File: src/rtl/mem_access_ctrl_if.sv
// Data-memory bus bundle between the load/store sequencer (master) and memory (slave).
interface mem_access_ctrl_if;
  logic        busReq;
  logic        busWe;
  logic [31:0] busAddr;
  logic [31:0] busWdata;
  logic [3:0]  busBe;
  logic        busAck;
  logic [31:0] busRdata;
  logic        busErr;

  modport master (
    output busReq, busWe, busAddr, busWdata, busBe,
    input  busAck, busRdata, busErr
  );

  modport slave (
    input  busReq, busWe, busAddr, busWdata, busBe,
    output busAck, busRdata, busErr
  );
endinterface

File: src/rtl/mem_access_ctrl.sv
// Multi-cycle load/store sequencer: stalls the pipeline around one req/ack bus
// transaction, steers byte lanes, checks alignment and enforces a bus timeout.
module mem_access_ctrl #(
  parameter int unsigned TIMEOUT_CYCLES = 255
) (
  input  logic                     clk,
  input  logic                     rstN,
  input  logic                     memRead,
  input  logic                     memWrite,
  input  logic [2:0]               funct3,
  input  logic [31:0]              addr,
  input  logic [31:0]              storeData,
  input  logic [4:0]               rdIn,
  input  logic                     flush,
  output logic                     stall,
  mem_access_ctrl_if.master        bus,
  output logic                     loadValid,
  output logic [31:0]              loadData,
  output logic [4:0]               rdOut,
  output logic                     fault,
  output logic [1:0]               faultCause
);

  typedef enum logic [1:0] {IDLE, BUS, DONE} state_t;

  state_t      state_q, state_d;

  logic        req_valid, bad_size, misaligned;
  logic [3:0]  lane_be;
  logic [31:0] lane_wdata;
  logic [7:0]  sel_byte;
  logic [15:0] sel_half;
  logic [31:0] load_ext;
  logic [16:0] count_inc;
  logic        bus_timeout, bus_end, squash_now;

  logic [15:0] count_q;
  logic        is_write_q, squash_q;
  logic [2:0]  size_q;
  logic [1:0]  lane_q;
  logic        bus_req_q, bus_we_q;
  logic [31:0] bus_addr_q, bus_wdata_q;
  logic [3:0]  bus_be_q;

  assign bus.busReq   = bus_req_q;
  assign bus.busWe    = bus_we_q;
  assign bus.busAddr  = bus_addr_q;
  assign bus.busWdata = bus_wdata_q;
  assign bus.busBe    = bus_be_q;

  // Request qualification and store lane steering, all from the live inputs.
  always_comb begin
    req_valid  = (memRead | memWrite) & ~flush;
    bad_size   = (funct3 == 3'd3) | (funct3 == 3'd6) | (funct3 == 3'd7) |
                 (memWrite & funct3[2]);
    misaligned = ((funct3[1:0] == 2'b01) & addr[0]) |
                 ((funct3 == 3'd2) & (addr[1:0] != 2'b00));
    lane_be    = 4'b1111;
    lane_wdata = storeData;
    case (funct3[1:0])
      2'b00: begin
        lane_be    = 4'b0001 << addr[1:0];
        lane_wdata = {4{storeData[7:0]}};
      end
      2'b01: begin
        lane_be    = 4'b0011 << addr[1:0];
        lane_wdata = {2{storeData[15:0]}};
      end
      default: begin
        lane_be    = 4'b1111;
        lane_wdata = storeData;
      end
    endcase
  end

  // Load lane extraction uses the latched offset and size, not the live inputs.
  always_comb begin
    sel_byte = bus.busRdata[{lane_q, 3'b000} +: 8];
    sel_half = lane_q[1] ? bus.busRdata[31:16] : bus.busRdata[15:0];
    case (size_q)
      3'd0:    load_ext = {{24{sel_byte[7]}}, sel_byte};
      3'd4:    load_ext = {24'd0, sel_byte};
      3'd1:    load_ext = {{16{sel_half[15]}}, sel_half};
      3'd5:    load_ext = {16'd0, sel_half};
      default: load_ext = bus.busRdata;
    endcase
  end

  always_comb begin
    count_inc   = {1'b0, count_q} + 17'd1;
    bus_timeout = (count_inc == 17'(TIMEOUT_CYCLES));
    bus_end     = bus.busErr | bus.busAck | bus_timeout;
    squash_now  = squash_q | flush;
  end

  always_ff @(posedge clk) begin
    if (!rstN) state_q <= IDLE;
    else       state_q <= state_d;
  end

  always_comb begin
    state_d = state_q;
    stall   = 1'b0;
    case (state_q)
      IDLE: begin
        if (req_valid) begin
          stall   = 1'b1;
          state_d = (bad_size | misaligned) ? DONE : BUS;
        end
      end
      BUS: begin
        stall = 1'b1;
        if (bus_end) state_d = DONE;
      end
      DONE:    state_d = IDLE;
      default: state_d = IDLE;
    endcase
  end

  // Strobes default low every cycle so DONE produces at most a one-cycle pulse.
  always_ff @(posedge clk) begin
    if (!rstN) begin
      count_q     <= '0;
      is_write_q  <= 1'b0;
      squash_q    <= 1'b0;
      size_q      <= '0;
      lane_q      <= '0;
      bus_req_q   <= 1'b0;
      bus_we_q    <= 1'b0;
      bus_addr_q  <= '0;
      bus_wdata_q <= '0;
      bus_be_q    <= '0;
      loadValid   <= 1'b0;
      loadData    <= '0;
      rdOut       <= '0;
      fault       <= 1'b0;
      faultCause  <= '0;
    end else begin
      loadValid <= 1'b0;
      fault     <= 1'b0;
      case (state_q)
        IDLE: begin
          count_q  <= '0;
          squash_q <= 1'b0;
          if (req_valid) begin
            is_write_q <= memWrite;
            size_q     <= funct3;
            lane_q     <= addr[1:0];
            rdOut      <= rdIn;
            if (bad_size | misaligned) begin
              fault      <= 1'b1;
              faultCause <= 2'b01;
            end else begin
              bus_req_q   <= 1'b1;
              bus_we_q    <= memWrite;
              bus_addr_q  <= {addr[31:2], 2'b00};
              bus_be_q    <= memWrite ? lane_be : 4'b1111;
              bus_wdata_q <= memWrite ? lane_wdata : 32'd0;
            end
          end
        end
        BUS: begin
          count_q  <= count_inc[15:0];
          squash_q <= squash_now;
          if (bus_end) begin
            bus_req_q <= 1'b0;
            bus_we_q  <= 1'b0;
            bus_be_q  <= 4'b0000;
            if (bus.busErr) begin
              fault      <= ~squash_now;
              faultCause <= 2'b10;
            end else if (bus.busAck) begin
              if (!is_write_q) begin
                loadData  <= load_ext;
                loadValid <= ~squash_now;
              end
            end else begin
              fault      <= ~squash_now;
              faultCause <= 2'b11;
            end
          end
        end
        DONE: begin
          count_q  <= '0;
          squash_q <= 1'b0;
        end
        default: begin
          count_q <= '0;
        end
      endcase
    end
  end

endmodule

File: src/flat_wrapper.sv
// flat-port wrapper written by rule: the top's interface ports become plain ports
module mem_access_ctrl_flat 
#(
  parameter int unsigned TIMEOUT_CYCLES = 255
)
  (clk, rstN, memRead, memWrite, funct3, addr, storeData, rdIn, flush, stall, loadValid, loadData, rdOut, fault, faultCause, bus_busReq, bus_busWe, bus_busAddr, bus_busWdata, bus_busBe, bus_busAck, bus_busRdata, bus_busErr);
  mem_access_ctrl_if bus_i ();
  input  logic clk;
  input  logic rstN;
  input  logic memRead;
  input  logic memWrite;
  input  logic [2:0] funct3;
  input  logic [31:0] addr;
  input  logic [31:0] storeData;
  input  logic [4:0] rdIn;
  input  logic flush;
  output logic stall;
  output logic loadValid;
  output logic [31:0] loadData;
  output logic [4:0] rdOut;
  output logic fault;
  output logic [1:0] faultCause;
  output wire logic [$bits(bus_i.busReq)-1:0] bus_busReq;
  output wire logic [$bits(bus_i.busWe)-1:0] bus_busWe;
  output wire logic [$bits(bus_i.busAddr)-1:0] bus_busAddr;
  output wire logic [$bits(bus_i.busWdata)-1:0] bus_busWdata;
  output wire logic [$bits(bus_i.busBe)-1:0] bus_busBe;
  input wire logic [$bits(bus_i.busAck)-1:0] bus_busAck;
  input wire logic [$bits(bus_i.busRdata)-1:0] bus_busRdata;
  input wire logic [$bits(bus_i.busErr)-1:0] bus_busErr;
  assign bus_busReq = bus_i.busReq;
  assign bus_busWe = bus_i.busWe;
  assign bus_busAddr = bus_i.busAddr;
  assign bus_busWdata = bus_i.busWdata;
  assign bus_busBe = bus_i.busBe;
  assign bus_i.busAck = bus_busAck;
  assign bus_i.busRdata = bus_busRdata;
  assign bus_i.busErr = bus_busErr;
  mem_access_ctrl #(.TIMEOUT_CYCLES(TIMEOUT_CYCLES)) u_core (.clk(clk), .rstN(rstN), .memRead(memRead), .memWrite(memWrite), .funct3(funct3), .addr(addr), .storeData(storeData), .rdIn(rdIn), .flush(flush), .stall(stall), .bus(bus_i), .loadValid(loadValid), .loadData(loadData), .rdOut(rdOut), .fault(fault), .faultCause(faultCause));
endmodule
File: config.mk
export PLATFORM = sky130hd
export DESIGN_NAME = mem_access_ctrl_flat
export DESIGN_NICKNAME = d
export VERILOG_FILES = /design/src/rtl/mem_access_ctrl_if.sv /design/src/rtl/mem_access_ctrl.sv /design/src/flat_wrapper.sv
export SDC_FILE = /design/constraint.sdc
export NUM_CORES = 1
export LEC_CHECK = 0
export CORE_MARGIN = 2
export CORE_UTILIZATION = 40
export DETAILED_ROUTE_END_ITERATION = 12
export HOLD_SLACK_MARGIN = 0.1
export PLACE_DENSITY = 0.76
export SLEW_MARGIN = 5
export SYNTH_ARGS = -nofsm -noshare
export SYNTH_HDL_FRONTEND = slang
export SYNTH_SLANG_ARGS = --single-unit
File: constraint.sdc
create_clock -name clk -period 1.9 [get_ports clk]
set_input_delay 0.38 -clock clk [delete_from_list [all_inputs] [get_ports clk]]
set_output_delay 0.38 -clock clk [all_outputs]
set_load 0.02 [all_outputs]
# == Word level (Yosys, flattened, before mapping) ==
# Index checks and enable logic that the tools add are counted.
# word_totals
ff_bits,134
input_bits,111
out_inout_bits,112
elab_cells,109
# classes
add_sub_neg,1
eq_ne,16
shift,3
n_mux,36
bitwise,22
reduce_logical,15
# op_table
operator,count
$pmux W32 S4,1
$pmux W32 S2,1
$mux W32,1
$shiftx A32 B6 Y8,1
$add A16 B1 Y17 const B,1
$eq A17 B8 Y1 const B,1
$mux W16,1
$mux W2,8
$mux W4,4
$pmux W4 S2,2
$eq A3 B3 Y1 const B,4
$mux W1,11
$pmux W1 S2,5
$reduce_and A5 Y1,2
$not A1 Y1,9
$or A1 B1 Y1,9
$pmux W2 S2,2
$eq A3 B2 Y1 const B,2
$ne A2 B1 Y1 const B,3
$reduce_and A2 Y1,3
$reduce_bool A2 Y1,3
$reduce_or A6 Y1,1
$and A1 B1 Y1,4
$eq A2 B1 Y1 const B,2
11 further kinds,12

# == Depth between registers and ports, before layout ==
# logic_depth
ltp_word,8
depth_mapped,8
ltp_nobuf,7

# == Least setup slack after synthesis ==
# Ideal clock, no wire load.
# synth_path
kind,flip-flop to flip-flop
start,register u_core.count_q[0]
end,register u_core.state_q[1]
setup_time_ps,115
arrival_time_ps,1882
t_required_ps,1785
slack_ps,-97
stages_incl_launch_ff,8
n_path_buf,0
cell_sequence,dfxtp_1 -> ha_1 -> nand3_1 -> or3_1 -> nand4_1 -> a22oi_2 -> a311o_4 -> and3_1
# synth_via
elab_chain_cells,5
# synth_rtl
item,line_no,source
"start, declared",mem_access_ctrl.sv:37,logic [15:0] count_q;
"start signal, assigned",mem_access_ctrl.sv:163,count_q <= count_inc[15:0];
$add A16 B1 Y17,mem_access_ctrl.sv:90,"count_inc = {1'b0, count_q} + 17'd1;"
$eq A17 B8 Y1,mem_access_ctrl.sv:91,bus_timeout = (count_inc == 17'(TIMEOUT_CYCLES));
$or A1 B1 Y1,mem_access_ctrl.sv:92,bus_end = bus.busErr | bus.busAck | bus_timeout;
$ne A2 B1 Y1 (no line),--,
$reduce_and A2 Y1 (no line),--,
"end signal, assigned",mem_access_ctrl.sv:98,else state_q <= state_d;
"end, declared",mem_access_ctrl.sv:26,"state_t state_q, state_d;"
# Every way passes these cells.
# A chain may end at the register's enable or synchronous reset.

# == Final worst setup path ==
# layout_path
start,register u_core.count_q[1]
end,register u_core.state_q[1]
# The elaborated chain is that of the path after synthesis.

==> impl_metrics.toml <==
[grt]
grt_pass1_vias = 6569
grtUsageTotal_pct = 24.7
grt_overflow = 0
antenna_found_initial = 0
grt_pass1_wl_um = 32000
grt_max_degree = 75

[detailed_routing]
route.detailed.drc = 0
dr.pass1.iters = 5
dr_total_vias = 6639
via_per_inst = 5.34
drtIter0Drc = 508
finalWirelength_um = 20400
antenna_left = 0
detail_route.wl_per_cell_um = 16.4

[final_layout]
seq_area_um2 = 2700
stdcell_area_um2 = 9830
multi_input_area_um2 = 3260
fillers = 1201
drive_above_1_share_pct = 17.6
nets = 1161
synthToLayoutAreaGrowth_pct = 62.3
n_antenna_cell = 0

[power]
p_total_uw = 7380
ir_drop_uv = 591
power_density_nw_per_um2 = 751
leakagePower_uw = 0.00365

[outcome]
run_status = "finished, violations left"
violations = "negative setup slack"

[floorplan]
die_area_um2 = 16100
die_w_um = 127
core_area_um2 = 14600
num_rows = 44
num_io_pins = 223
die_y_um = 127
start_util_pct = 41.4

[setup_path]
rr_startpoint = "u_core.count_q[1]"
critPathKind = "flop to flop"
worst_ep_arrival_time_ns = 2.37
rrSetupSlack_ns = -0.16
cp.required_ns = 2.21
worstPathMaxFanout = 7
worst_setup_path_start_kind = "flop"
rr_worst_depth = 6
endpoint_kind = "flop"
rr_endpoint = "u_core.state_q[1]"

[min_path]
worstHoldStart = "u_core.bus.busAddr[7]"
min_path_type = "flop to flop"
whs_endpoint = "u_core.bus.busAddr[7]"
hold_path_depth = 2

[synthesis]
seq_area_frac_synth_pct = 44.3
syn-instance-count = 779
synth_ff_type = "dfxtp_1"
avgSynthCellArea_um2 = 7.78
async_flop_share_pct = 0
synth_edf_count = 0
synth_seq_cells = 134
synth_cell_type_count = 59
netlist_area_um2 = 6060
yosys_warnings = 0

[clocking]
cts_sinks = 134
clockBufferDepth = 2
cts_tree = "built"
htree_levels = 4
cts_inserted_buffers = 17
clockRootBuffer = "clkbuf_16"
clkTransAtPathRegs_ns = 0.06
insertion_delay_ns = 0.42

[placement]
post-place-ws_ns = -0.444
place_hpwl_um = 13900
io_buffers = 220
place_congestion = 0.862
place_area_um2 = 8950

[sta]
slew_headroom_pct = 59.1
worst_slack_ns = -0.158
timing.fmax_ghz = 0.486
maxSlewViolCount = 0
skew_ns = 0.00555
period_share_pct = 108
fin_crit_ns = 2.06
setup_viol = 11
finalHoldViolCount = 0
rsz0062_at_grt = "true"
tightest_slew_ns = 0.610

[flow_run]
maxCapViolCount = 0
-- layout make-up --
cell class | instances | area share [%]
multi-input combinational | 568 | 33.2
timing repair buffer | 309 | 30.3
sequential | 134 | 27.4
clock buffer | 18 | 4.47
tap | 184 | 2.34
clock inverter | 13 | 1.59
inverter | 18 | 0.687
-- worst max path at each step --
stage / start / slack, ns / end / cells past startpoint
after floorplan: u_core.count_q[3] / -0.03 / u_core.state_q[1] / 6
after global routing: u_core.count_q[1] / -0.23 / u_core.fault / 8
after CTS: u_core.count_q[1] / -0.11 / u_core.state_q[1] / 6
after global placement: flush / -0.43 / stall / 4
after detailed placement: memWrite / -0.44 / stall / 4
final: u_core.count_q[1] / -0.16 / u_core.state_q[1] / 6
-- layer usage --
metal	GRT usage [%]	up-vias	share of wire (%)
li1	-	3238	-
met1	29.1	3080	40
met2	41.1	286	48
met3	9.17	35	9.9
met4	9.37	0	2.5
met5	0	-	0
-- flip-flops by register name, summed over array words and instances (netlist names), 2 cells and up --
register             flops
u_core.bus.busAddr      30
u_core.bus.busBe         4
u_core.bus.busWdata     32
u_core.count_q          16
u_core.faultCause        2
u_core.lane_q            2
u_core.loadData         32
u_core.rdOut             5
u_core.size_q            3
u_core.state_q           2
-- critical path, cell delays in order, from the launching register on --
cell     delay, ns
dfxtp_4       0.38
nand4_4       0.15
or2_4         0.29
nor4_4        0.36
xnor2_2       0.14
a311o_4       0.45
and3_1        0.18
-- stage by stage --
stage / std cells / util (%) / TNS (ns) / hold slack [ns]
2_1_floorplan: 780 / - / -0.0454 / 0.436
3_3_place_gp: 1204 / 61.1 / -25.27 / 0.437
3_5_place_dp: 1204 / 61.1 / -27.27 / 0.445
4_1_cts: 1238 / 66.3 / -0.496 / 0.452
5_1_grt: 1244 / 67.2 / -1.87 / 0.466
6_report: 1244 / 67.2 / -1.05 / 0.451
-- cells in the mapped netlist (all sizes together) (2+ instances only) --
cell type  instances  area share (%)
a21boi             7            0.87
a21oi            129              11
a221oi            10             1.5
a31oi              2            0.21
and3               8            0.87
buf               10            0.83
clkbuf            50             3.1
dfxtp            134              44
ha                 2            0.41
inv               18             1.1
mux2              16             3.0
mux2i              8             1.3
nand2            166              10
nand3             42             3.6
nand4              4            0.76
nor2              43             2.7
nor2b              4            0.41
nor3              10            0.83
nor4               6            0.87
o211ai             2            0.25
o21ai             55             4.5
o21bai             2            0.25
o221ai             6            0.87
o22ai              6            0.62
o31a               2            0.31
or3                5            0.54
xnor2              7             1.0
xor2               6            0.87
-- cells by family (layout without fill, tap and decap cells) --
group	after synthesis	in the layout	share of synthesized area, %
flops	134	134	44.3
simple gates	293	293	21.4
fa+ha+maj	2	2	0.413
buf+inv	78	358	5.04
mux	25	25	4.67
other cells	1	2	0.0619
xor+xnor	13	13	1.88
compound gates	233	233	22.3
-- placed cells by master, fill, tap and decap left out, types with 3 or more instances in the layout --
master           instances
a21oi_1                123
xnor2_1                  6
and3_1                   6
nor3_1                   7
nand3_1                 39
o21ai_0                 52
nand2_1                165
bufinv_16                3
a21boi_0                 7
a221oi_1                 9
clkbuf_16               19
nor4_4                   3
dfxtp_2                  7
clkinv_2                 5
mux2i_1                  8
xor2_1                   5
nor2b_1                  4
a21oi_2                  6
buf_12                   6
nor2_1                  42
nor3_2                   3
o21ai_1                  3
o221ai_1                 6
o22ai_1                  6
dfxtp_1                125
clkdlybuf4s50_1        218
inv_1                   17
buf_4                   80
mux2_2                  16
-- power breakdown --
group	internal, uW	switching [uW]
logic	556	546
registers	2890	47.7
clock network	2080	1260
-- timing repair --
action                                  4_1_cts  5_1_grt
hold buffers                                  0        0
setup buffers                                 3        4
endpoints found under the setup margin       12       36
cloned                                        0        2
pin swaps                                     8        6
gates resized for setup                      30       11
(Power assumes the default switching activity.)
